## src/rtl/pwm_step_sequencer.sv

```systemverilog
// -----------------------------------------------------------------------------
// pwm_step_sequencer
//
// Steps a pwm_blk instance through a table of (duty_cycle, clk_div, repeat)
// entries. Each entry is applied for reps+1 PWM periods. Changes are applied
// only on the generator's period boundary, when its counter wraps back to 0.
// At that point the PWM output is high for any duty, so updates are glitch-free.
//
// Ports
//   clk, rst           system clock, asynchronous active-high reset
//   cfg_wr_*           table write port, one entry per cycle, any state
//   num_steps          number of active entries, latched at start (clamped to DEPTH)
//   loop_en            wrap to entry 0 after the last entry (sampled live)
//   start / stop       single-cycle control requests
//   pwm_clk_counter    period counter fed back from pwm_blk
//   duty_cycle/clk_div configuration driven into pwm_blk
//   pwm_rst            holds pwm_blk in reset while idle
//   busy               high while running or draining a stop
//   step_idx           index of the entry currently applied
//   done               one-cycle pulse when a sequence ends or a stop completes
// -----------------------------------------------------------------------------
module pwm_step_sequencer #(
   parameter int DEPTH  = 8,
   parameter int ADDR_W = 3,
   parameter int REP_W  = 8
) (
   input  logic              clk,
   input  logic              rst,
   input  logic              cfg_wr_en,
   input  logic [ADDR_W-1:0] cfg_wr_addr,
   input  logic [31:0]       cfg_wr_duty,
   input  logic [4:0]        cfg_wr_div,
   input  logic [REP_W-1:0]  cfg_wr_reps,
   input  logic [ADDR_W:0]   num_steps,
   input  logic              loop_en,
   input  logic              start,
   input  logic              stop,
   input  logic [31:0]       pwm_clk_counter,
   output logic [31:0]       duty_cycle,
   output logic [31:0]       clk_div,
   output logic              pwm_rst,
   output logic              busy,
   output logic [ADDR_W-1:0] step_idx,
   output logic              done
);

   localparam logic [ADDR_W:0] DEPTH_L = DEPTH[ADDR_W:0];

   typedef enum logic [1:0] {
      S_IDLE     = 2'd0,
      S_RUN      = 2'd1,
      S_STOPPING = 2'd2
   } state_t;

   // Step table: small, read combinationally so a new entry can be applied
   // on the very edge that closes a period.
   logic [31:0]      duty_mem [DEPTH];
   logic [4:0]       div_mem  [DEPTH];
   logic [REP_W-1:0] reps_mem [DEPTH];

   state_t            state_q, state_d;
   logic [31:0]       duty_q, duty_d;
   logic [4:0]        div_q, div_d;
   logic [ADDR_W-1:0] step_idx_q, step_idx_d;
   logic [REP_W-1:0]  rep_cnt_q, rep_cnt_d;
   logic [ADDR_W:0]   eff_n_q, eff_n_d;
   logic              prev_nz_q, prev_nz_d;
   logic              done_q, done_d;

   logic              wrap;
   logic              last_step;
   logic [ADDR_W:0]   step_plus1;
   logic              load_en;
   logic [ADDR_W-1:0] load_idx;

   // Table write port; addresses beyond the table are dropped.
   always_ff @(posedge clk) begin
      if (cfg_wr_en && ({1'b0, cfg_wr_addr} < DEPTH_L)) begin
         duty_mem[cfg_wr_addr] <= cfg_wr_duty;
         div_mem[cfg_wr_addr]  <= cfg_wr_div;
         reps_mem[cfg_wr_addr] <= cfg_wr_reps;
      end
   end

   // A wrap is the first cycle the counter reads 0 after a non-zero value.
   // On entry to RUN the counter was held at 0, so prev_nz is 0 and the
   // first cycle of a sequence can never look like a wrap.
   assign wrap       = (pwm_clk_counter == 32'd0) && prev_nz_q;
   assign prev_nz_d  = (pwm_clk_counter != 32'd0);
   assign step_plus1 = {1'b0, step_idx_q} + {{ADDR_W{1'b0}}, 1'b1};
   assign last_step  = (step_plus1 >= eff_n_q);

   // State register
   always_ff @(posedge clk or posedge rst) begin
      if (rst) begin
         state_q    <= S_IDLE;
         duty_q     <= '0;
         div_q      <= '0;
         step_idx_q <= '0;
         rep_cnt_q  <= '0;
         eff_n_q    <= '0;
         prev_nz_q  <= 1'b0;
         done_q     <= 1'b0;
      end else begin
         state_q    <= state_d;
         duty_q     <= duty_d;
         div_q      <= div_d;
         step_idx_q <= step_idx_d;
         rep_cnt_q  <= rep_cnt_d;
         eff_n_q    <= eff_n_d;
         prev_nz_q  <= prev_nz_d;
         done_q     <= done_d;
      end
   end

   // Next-state and step datapath
   always_comb begin
      state_d    = state_q;
      duty_d     = duty_q;
      div_d      = div_q;
      step_idx_d = step_idx_q;
      rep_cnt_d  = rep_cnt_q;
      eff_n_d    = eff_n_q;
      done_d     = 1'b0;
      load_en    = 1'b0;
      load_idx   = '0;

      case (state_q)
         S_IDLE: begin
            // stop beats start; an empty sequence is not started at all
            if (start && !stop && (num_steps != '0)) begin
               state_d  = S_RUN;
               eff_n_d  = (num_steps > DEPTH_L) ? DEPTH_L : num_steps;
               load_en  = 1'b1;
               load_idx = '0;
            end
         end
         S_RUN: begin
            if (wrap) begin
               if (stop) begin
                  state_d = S_IDLE;
                  done_d  = 1'b1;
               end else if (rep_cnt_q < reps_mem[step_idx_q]) begin
                  rep_cnt_d = rep_cnt_q + 1'b1;
               end else if (!last_step) begin
                  load_en  = 1'b1;
                  load_idx = step_plus1[ADDR_W-1:0];
               end else if (loop_en) begin
                  load_en  = 1'b1;
                  load_idx = '0;
               end else begin
                  // outputs keep their last values; pwm_blk goes back to reset
                  state_d = S_IDLE;
                  done_d  = 1'b1;
               end
            end else if (stop) begin
               state_d = S_STOPPING;
            end
         end
         S_STOPPING: begin
            // let the current period finish before releasing the generator
            if (wrap) begin
               state_d = S_IDLE;
               done_d  = 1'b1;
            end
         end
         default: state_d = S_IDLE;
      endcase

      if (load_en) begin
         duty_d     = duty_mem[load_idx];
         div_d      = div_mem[load_idx];
         step_idx_d = load_idx;
         rep_cnt_d  = '0;
      end
   end

   // Outputs
   always_comb begin
      pwm_rst = (state_q == S_IDLE);
      busy    = (state_q != S_IDLE);
   end

   assign duty_cycle = duty_q;
   assign clk_div    = {27'd0, div_q};
   assign step_idx   = step_idx_q;
   assign done       = done_q;

endmodule

```

## config.mk

```make
export PLATFORM = sky130hd
export DESIGN_NAME = pwm_step_sequencer
export DESIGN_NICKNAME = d
export VERILOG_FILES = /design/src/rtl/pwm_step_sequencer.sv
export SDC_FILE = /design/constraint.sdc
export NUM_CORES = 1
export LEC_CHECK = 0
export CORE_MARGIN = 1.5
export CORE_UTILIZATION = 60
export DETAILED_ROUTE_END_ITERATION = 7
export PLACE_DENSITY = 0.88
export SLEW_MARGIN = 20
export SYNTH_ARGS = -nofsm -noshare
export SYNTH_HDL_FRONTEND = slang
export SYNTH_SLANG_ARGS = --single-unit
```

## constraint.sdc

```tcl
create_clock -name clk -period 12.4 [get_ports clk]
set_input_delay 2.48 -clock clk [delete_from_list [all_inputs] [get_ports clk]]
set_output_delay 2.48 -clock clk [all_outputs]
set_load 0.02 [all_outputs]
```

# After elaboration in Yosys (flattened, before gate mapping)
# Memory sizes are Yosys's and may differ from the RTL's. A register that Yosys moved wholly into a read port is not among the register bits.
# Cells that the tools add are included.
[word_totals] ff_bits=19 inputBits=90 memories=3 ram_bits=360 output_inout_bits=70
[memory_table] memory="duty_mem" words=8 word_bits=32 rd=1 rd_ports_with_merged_regs=1 wr=1 line_no="57" text="logic [31:0] duty_mem [DEPTH];"
[memory_table] memory="reps_mem" words=8 word_bits=8 rd=1 rd_ports_with_merged_regs=0 wr=1 line_no="59" text="logic [REP_W-1:0] reps_mem [DEPTH];"
[memory_table] memory="div_mem" words=8 word_bits=5 rd=1 rd_ports_with_merged_regs=1 wr=1 line_no="58" text="logic [4:0] div_mem [DEPTH];"
[classes] add_sub_neg=2 n_eq_ne=9 magnitude_cmp=3 reduce_logical=15 mux=36
[ops] operator="2-to-1 mux 8 bit" count=5
[ops] operator="logical NOT 32 bit" count=1
[ops] operator="nonzero test 32 bit" count=1
[ops] operator="2-to-1 mux 2 bit" count=8
[ops] operator="2-to-1 mux 3 bit" count=5
[ops] operator="2-to-1 mux 1 bit" count=14
[ops] operator="!= test 3 bit, second input constant" count=4
[ops] operator="adder 8 x 1 -> 8 bit, second input constant" count=1
[ops] operator="< comparator 8 bit" count=1
[ops] operator="nonzero test 2 bit" count=4
[ops] operator="one-hot mux 2 bit (3 select lines)" count=1
[ops] operator="AND reduction 6 bit" count=1
[ops] operator="adder 3 x 1 -> 4 bit, second input constant" count=1
[ops] operator=">= comparator 4 bit" count=1
[ops] operator="greater-than comparator 4 bit, second input constant" count=1
[ops] operator="2-to-1 mux 4 bit" count=1
[ops] operator="!= test 2 x 1 -> 1 bit, second input constant" count=2
[ops] operator="one-hot mux 1 bit (2 select lines)" count=2
[ops] operator="AND reduction 4 bit" count=1
[ops] operator="nonzero test 4 bit" count=1
[ops] operator="logical AND 1 bit" count=3
[ops] operator="equality test 2 x 1 -> 1 bit, second input constant" count=1
[ops] operator="equality test 2 bit, second input constant" count=1
[ops] operator="logical NOT 2 bit" count=1
[ops] operator="other kinds (3)" count=3

# Longest topological paths before layout
# Gate-level depths: netlist of the first run.
[depth] depth_word=9 depth_mapped=16

# Worst setup path after synthesis of the first run
# No wires, ideal clock.
[synth_path] path_kind="input to register" from="in cfg_wr_addr[0]" to="mem div_mem[0][0] (enable)" path_slack_ns=6.159 stages=2 arrival_time_ns=5.737 setup_ns=0.504 path_buffers=0 required_ns=11.896 path_cell_list="nand2b_1 -> nor3_1"
[synth_rtl] item="from (decl)" line_no="30" text="input logic [ADDR_W-1:0] cfg_wr_addr,"
[synth_rtl] item="to (decl)" line_no="58"
# No word-level cell before the write port.

# Final worst setup path of the first run
[layout_path] from="reg step_idx_q[0] (netlist: step_idx[0])" to="reg duty_q[30] (netlist: duty_cycle[30]), read port of duty_mem"
[layout_between] elab_chain_len=7 elab_cells_between_ends=14
[layout_lines] item="from (decl)" line_no="64" text="logic [ADDR_W-1:0] step_idx_q, step_idx_d;"
[layout_lines] item="from (signal assigned)" line_no="108" text="step_idx_q <= step_idx_d;"
[layout_lines] item="parallel branches: the longest is 7 deep, another holds memory (8 x 8 bit)"
[layout_lines] item="to (decl)" line_no="62" text="logic [31:0] duty_q, duty_d;"
# Several ways; the timed one is not identified.
# A chain may end at the register's enable or synchronous reset.

==> qor.yml, run 1 <==
status: "finished clean"
io_pins: 160
finalSetupViolations: 0
p_per_area_mw_per_mm2: 170
clock_latency_ns: 0.54
place_ws_ns: 6.16
root_buffer: "clkbuf_16"
setup_tns_ns: 0
post-route-min-period_ns: 6.01
drive_above_1_share_pct: 12.0
port_buffers: 132
nFillCells: 1658
max_stage_delay_ns: 0.65
via_count: 10200
final_hold_viol_count: 0
crit_top_cell: "buf_4"
coreArea_mm2: 0.0277
wire_per_inst_um: 25.0
maxCapViolCount: 0
worstPathRequired_ns: 12.79
clk_pin_slew_ns: 0.06
synth_edf_count: 360
grt_pass1_vias: 10700
die_area_mm2: 0.0290
syn_area_mm2: 0.0168
worst_pin_slew_ns: 1.04
setup_ws_ns: 6.39
skew_ns: 0.0206
gr-usage-all-layers_pct: 27.9
regArea_mm2: 0.0122
gp_congestion: 0.795
hold_class: "flop to flop"
synth.avg_cell_area_um2: 16.0
period_share_pct: 48.4
post_cts.repair.setup_buffers: 0
power.internal_w: 0.00253
path_cells: "buf_4, mux4_2, mux2i_1, ha_1, a2111o_1, a31oi_1, a221o_1, and2_4, o31a_2, buf_4, or2_1, buf_4, nor3_1, a221o_1"
die_h_um: 170
switching_share_pct: 24.4
p_comb_share_pct: 13.6
clockBufferDepth: 3
postCtsHoldBufs: 0
start_util_pct: 60.7
slew_violations: 0
yosys.area_share.simple_pct: 8.50
synth_ff_type: "edfxtp_1"
power.leakage_nw: 6.56
muxShareOfSynthArea_pct: 2.67
cp_slowest_cell: "and2_4"
synth_compound_area_share_pct: 11.1
synth_xor_area_share_pct: 0.417
multi_input_area_mm2: 0.00422
cts_tree: "built"
clkPwrFrac_pct: 35.6
synth_top_family_by_area: "compound AO/OA/AOI/OAI gates"
grt_max_degree: 77
rows: 61
grt_pass1_wl_um: 59900
critPathArrivalTime_ns: 6.39
fin_nets: 1290
slew_headroom_pct: 30.8
ant_nets: 0
power_w: 0.00334
ys_warn_count: 0
cts_sinks: 416
synth.distinct_cells: 57
rsz0062_at_grt: "false"
drc: 0
ctsResizeCount: 0
synth_cells: 1054
worst_setup_path_start_kind: "flop"
seq_area_frac_synth_pct: 72.6
htree_num_levels: 2
end_kind: "flop"
antenna_found_initial: 3
p_seq_share_pct: 50.8
path_class: "flop to flop"
syn_to_final_growth_pct: 17.1
cts_buffers: 40
post_drt_via_cell_ratio: 6.37
drt_first_pass_iters: 5
ys_seq_elements: 416
synth_fa_ha_area_share_pct: 1.19
fmax_mhz: 166
path_max_fanout: 47
dpl.hpwl_um: 20000
die_w_um: 170
async_reset_ff_share_pct: 13.5
dr.first_iter.drc_count: 1150
gr-total-overflow: 0
drt_wl_total_um: 39900
max-vdd-ir-drop_v: 0.000128
p_sw_w: 0.000815
-- per-layer routing --
metal / GRT usage (%) / vias up / part of all wire, %
li1: - / 4369 / -
met1: 35.7 / 5049 / 38
met2: 46.9 / 664 / 50
met3: 5.14 / 106 / 8.7
met4: 12.4 / 0 / 3.2
met5: 0 / - / 0
-- cell usage after synthesis, types with 5 or more instances --
master / n / area, µm²
o22ai_1: 25 / 156
a211oi_1: 62 / 465
buf_2: 13 / 65.1
mux2i_1: 10 / 100
buf_6: 10 / 113
edfxtp_1: 360 / 10800
inv_1: 11 / 41.3
ha_1: 16 / 200
nor3_2: 10 / 100
nor2b_1: 74 / 463
o21ai_0: 43 / 215
mux4_2: 15 / 338
a21oi_1: 42 / 210
xor2_1: 5 / 43.8
or3_1: 35 / 219
clkbuf_1: 32 / 120
nor2_1: 24 / 90.1
nand2b_1: 7 / 43.8
o22ai_2: 10 / 125
nor3_1: 35 / 175
nand3_1: 7 / 35.0
dfrtp_1: 56 / 1400
a211oi_2: 10 / 125
nor4_1: 8 / 50.1
buf_4: 32 / 240
a221o_1: 38 / 380
nand2_1: 16 / 60.1
-- state kept, by name, indices dropped and copies added (netlist names) --
signal      cells
duty_mem      256
reps_mem       64
div_mem        40
duty_cycle     32
rep_cnt_q       8
div_q           5
eff_n_q         4
step_idx        3
state_q         2
done            1
prev_nz_q       1
-- logic make-up (layout without fill, tap and decap cells) --
group / Yosys count / in the layout
xor gates and xnor gates: 8 / 8
adders and majority gates: 16 / 16
buffers and inverters: 101 / 237
muxes: 26 / 26
other: 1 / 32
DFF: 416 / 416
and+or+nand+nor: 239 / 239
AOI/OAI and AO/OA: 247 / 247
-- layout make-up --
type	instances	area share, %
repair buffers	152	7.47
flip-flops and latches	416	62.0
clock inverters	15	0.648
clock buffers	59	5.80
inverters	11	0.210
multi-input cells	563	21.4
diodes	5	0.0635
well taps	378	2.40
-- power by group through the flow --
stage	registers, W	clock network, W	logic (W)
floorplan	0.00177	0	0.000170
global placement	0.00172	0	0.000433
detailed placement	0.00172	0	0.000452
CTS	0.00170	0.00119	0.000456
global route	0.00171	0.00125	0.000482
finish	0.00170	0.00119	0.000455
-- cells in the final DEF (no fill, tap or decap), types with 12 or more instances in the layout --
| master | synthesis | routed |
|---|---|---|
| nor3_2 | 10 | 12 |
| clkdlybuf4s50_1 | 0 | 132 |
| o22ai_1 | 25 | 25 |
| a21oi_1 | 42 | 41 |
| nor2_1 | 24 | 18 |
| clkbuf_1 | 32 | 13 |
| nand2_1 | 16 | 16 |
| mux4_2 | 15 | 15 |
| nor2b_1 | 74 | 74 |
| nor3_1 | 35 | 33 |
| a221o_1 | 38 | 38 |
| dfrtp_1 | 56 | 56 |
| ha_1 | 16 | 16 |
| conb_1 | 1 | 27 |
| buf_4 | 32 | 20 |
| edfxtp_1 | 360 | 360 |
| clkbuf_16 | 0 | 41 |
| or3_1 | 35 | 35 |
| o21ai_0 | 43 | 43 |
| a211oi_1 | 62 | 62 |
-- worst max-delay path: cells and delay by family (launching register included) --
| kind | cells | cell delay, ns |
|---|---|---|
| mux | 2 | 0.81 |
| flops | 1 | 0.54 |
| simple gates | 3 | 1.34 |
| buf+inv | 3 | 1.39 |
| fa+ha+maj | 1 | 0.30 |
| compound gates | 5 | 1.44 |
-- through the flow --
step	instance area [µm²]	instances	utilization, %	hold slack, ns
after floorplan	16900	1080	-	0.450
after global placement	18400	1520	66.5	0.469
after detailed placement	18400	1520	66.5	0.480
after CTS	19700	1594	71.1	0.495
after global routing	19700	1599	71.1	0.532
final	19700	1599	71.1	0.493
-- path summary, 6_finish.rpt --
kind | to | startpoint | slack (ns) | cells after the start
hold / removal | eff_n_q[2] | eff_n_q[2] | 0.49 | 2
max in group asynchronous | duty_cycle[8] | rst | 9.29 | 3
min in group asynchronous | duty_cycle[27] | rst | 2.53 | 3
setup reg to reg | duty_cycle[30] | step_idx[0] | 6.39 | 14
hold reg to reg | eff_n_q[2] | eff_n_q[2] | 0.49 | 2
setup / recovery | duty_cycle[30] | step_idx[0] | 6.39 | 14
Note: power is estimated with default switching activity, not from simulation.
==> inputs of run 2 (changes only) <==
- CORE_UTILIZATION: 60 -> 52
- PLACE_DENSITY: 0.88 -> 0.81
- clock period: 12.4 -> 5.4 ns (I/O delays scaled with it)
==> qor.yml, run 2 (same netlist as run 1, synthesis figures left out) <==
status: "finished clean"
drc: 0  # unchanged
fin_nets: 1297  # +0.54%
io_pins: 160  # unchanged
grt_pass1_vias: 10200  # -4.0%
rsz0062_at_grt: "false"
die_w_um: 183  # +7.3%
path_class: "flop to flop"
maxCapViolCount: 0  # unchanged
post_cts.repair.setup_buffers: 0  # unchanged
regToRegEndpoint: "duty_cycle[11]"
r2r_cells: 13  # -1
port_buffers: 132  # unchanged
cp_slowest_cell: "and2_4"
top_register: "duty_mem"
clock_latency_ns: 0.55  # about the same
coreArea_mm2: 0.0317  # +14%
start_util_pct: 53.0  # -7.7 points
mostFrequentLayoutCells: "edfxtp_1, clkdlybuf4s50_1, nor2b_1"
worst_setup_path_start_kind: "flop"
syn_to_final_growth_pct: 18.5
wire_per_inst_um: 23.7  # -5.3%
dr.first_iter.drc_count: 945  # -18%
cts_tree: "built"
critPathArrivalTime_ns: 5.04  # -1.35 ns
reg2reg_slack_ns: 0.78  # -5.62 ns
setup_tns_ns: 0  # unchanged
cts_buffers: 41  # +2.5%
gp_congestion: 0.787  # -1.0%
max_stage_delay_ns: 0.59  # -0.06 ns
place_ws_ns: 0.706  # -5.46 ns
worst_pin_slew_ns: 1.07  # +0.0275 ns
layout_commonest_cell: "edfxtp_1"
gr-total-overflow: 0  # unchanged
power.leakage_nw: 6.66  # +1.6%
power_w: 0.00787  # +140%
antenna_found_initial: 3  # unchanged
max-vdd-ir-drop_v: 0.000280  # +120%
period_share_pct: 85.6  # +37 points
p_per_area_mw_per_mm2: 395  # +130%
clockBufferDepth: 3  # unchanged
ant_nets: 0  # unchanged
final_hold_viol_count: 0  # unchanged
final_util_pct: 62.9  # -8.3 points
grt_max_degree: 77  # unchanged
cts_sinks: 416  # unchanged
fmax_mhz: 216  # +30%
slew_violations: 0  # unchanged
htree_num_levels: 2  # unchanged
setup_ws_ns: 0.778  # -5.62 ns
via_count: 10100  # -1.2%
r2r_start: "step_idx[0]"
drt_first_pass_iters: 5  # unchanged
skew_ns: 0.0169  # -0.00364 ns
postCtsHoldBufs: 0  # unchanged
drt_wl_total_um: 38500  # -3.5%
grt_pass1_wl_um: 58600  # -2.2%
drive_above_1_share_pct: 13.2  # +1.2 points
end_kind: "flop"
slew_headroom_pct: 28.8  # -2.0 points
gr-usage-all-layers_pct: 23.3  # -4.6 points
path_buf_inv: 2  # -1
dpl.hpwl_um: 21100  # +5.4%
die_area_mm2: 0.0334  # +15%
worstPathRequired_ns: 5.81  # -6.98 ns
largest_reg_flops: 256  # unchanged
hold_class: "flop to flop"
min_from: "eff_n_q[2]"
post-route-min-period_ns: 4.62  # -1.38 ns
top_regs: "duty_mem (256), reps_mem (64), div_mem (40)"
critPathTopFamily: "compound AO/OA/AOI/OAI gates"
ctsResizeCount: 0  # unchanged
clk_pin_slew_ns: 0.06  # about the same
root_buffer: "clkbuf_16"
path_cells: "buf_4, mux4_2, mux2i_1, ha_1, a2111o_1, a31oi_1, a221o_1, and2_4, o31a_2, or2_1, buf_4, nor3_1, a221o_1"
nFillCells: 2148  # +30%
die_h_um: 183  # +7.3%
finalSetupViolations: 0  # unchanged
path_max_fanout: 47  # unchanged
rows: 65  # +6.6%
min_path_cells: 2  # unchanged
post_drt_via_cell_ratio: 6.18  # -3.1%
holdPathEnd: "eff_n_q[2]"
==> run 2: cell count changes in the layout (fill, tap and decap cells not counted), sizes merged <==
cell / delta
inv: -1
clkinvlp: +2
clkinv: +5
diode: -2
buf: +6
bufinv: +3
clkbuf: -7
==> run 2: worst reg2reg max path: cells and delay by family (launching register included) <==
| kind | cells | cell delay [ns] |
|---|---|---|
| compound gates | 5 | 1.40 |
| buf+inv | 2 | 0.84 |
| simple gates | 3 | 0.84 |
| mux | 2 | 0.72 |
| flops | 1 | 0.42 |
| fa+ha+maj | 1 | 0.27 |
==> run 2: cell type report <==
cell class              count  area (µm²)  area share (%)
diodes                      3        7.51          0.0377
clock buffers              52        1140            5.70
clock inverters            24         274            1.37
inverters                  11        41.3           0.207
multi-input cells         563        4220            21.2
flip-flops and latches    416       12200            61.2
well taps                 402         503            2.52
repair buffers            158        1540            7.73
==> run 2: worst max-delay path by stage <==
stage,start,endpoint,slack [ns],cells past startpoint
floorplan,cfg_wr_addr[0],div_mem[0][0],0.56,2
global placement,step_idx[0],duty_cycle[26],0.94,13
detailed placement,step_idx[0],div_q[4],0.71,13
CTS,step_idx[0],div_q[4],0.74,13
global route,step_idx[0],div_q[4],0.46,13
finish,step_idx[0],duty_cycle[11],0.78,13
==> run 2: metal layers <==
layer  vias up  global-route usage, %  wire length (µm)
met3        76                   5.56              3520
met5         -                      0                 0
met4         0                   7.77               828
li1       4386                      -                 -
met2       545                   39.1             18800
met1      5054                   30.0             15400
==> run 2: power breakdown <==
part	switching [W]	total, W	internal [W]
Combinational	0.000541	0.00103	0.000489
Clock	0.00120	0.00295	0.00174
Sequential	0.000156	0.00390	0.00374
==> run 2: metrics by stage <==
stage / area (µm²) / hold WS, ns / cells
3_5_place_dp: 18500 / 0.488 / 1550
5_1_grt: 19900 / 0.540 / 1627
2_1_floorplan: 16900 / 0.450 / 1080
6_report: 19900 / 0.499 / 1629
4_1_cts: 19900 / 0.502 / 1626
3_3_place_gp: 18500 / 0.469 / 1550
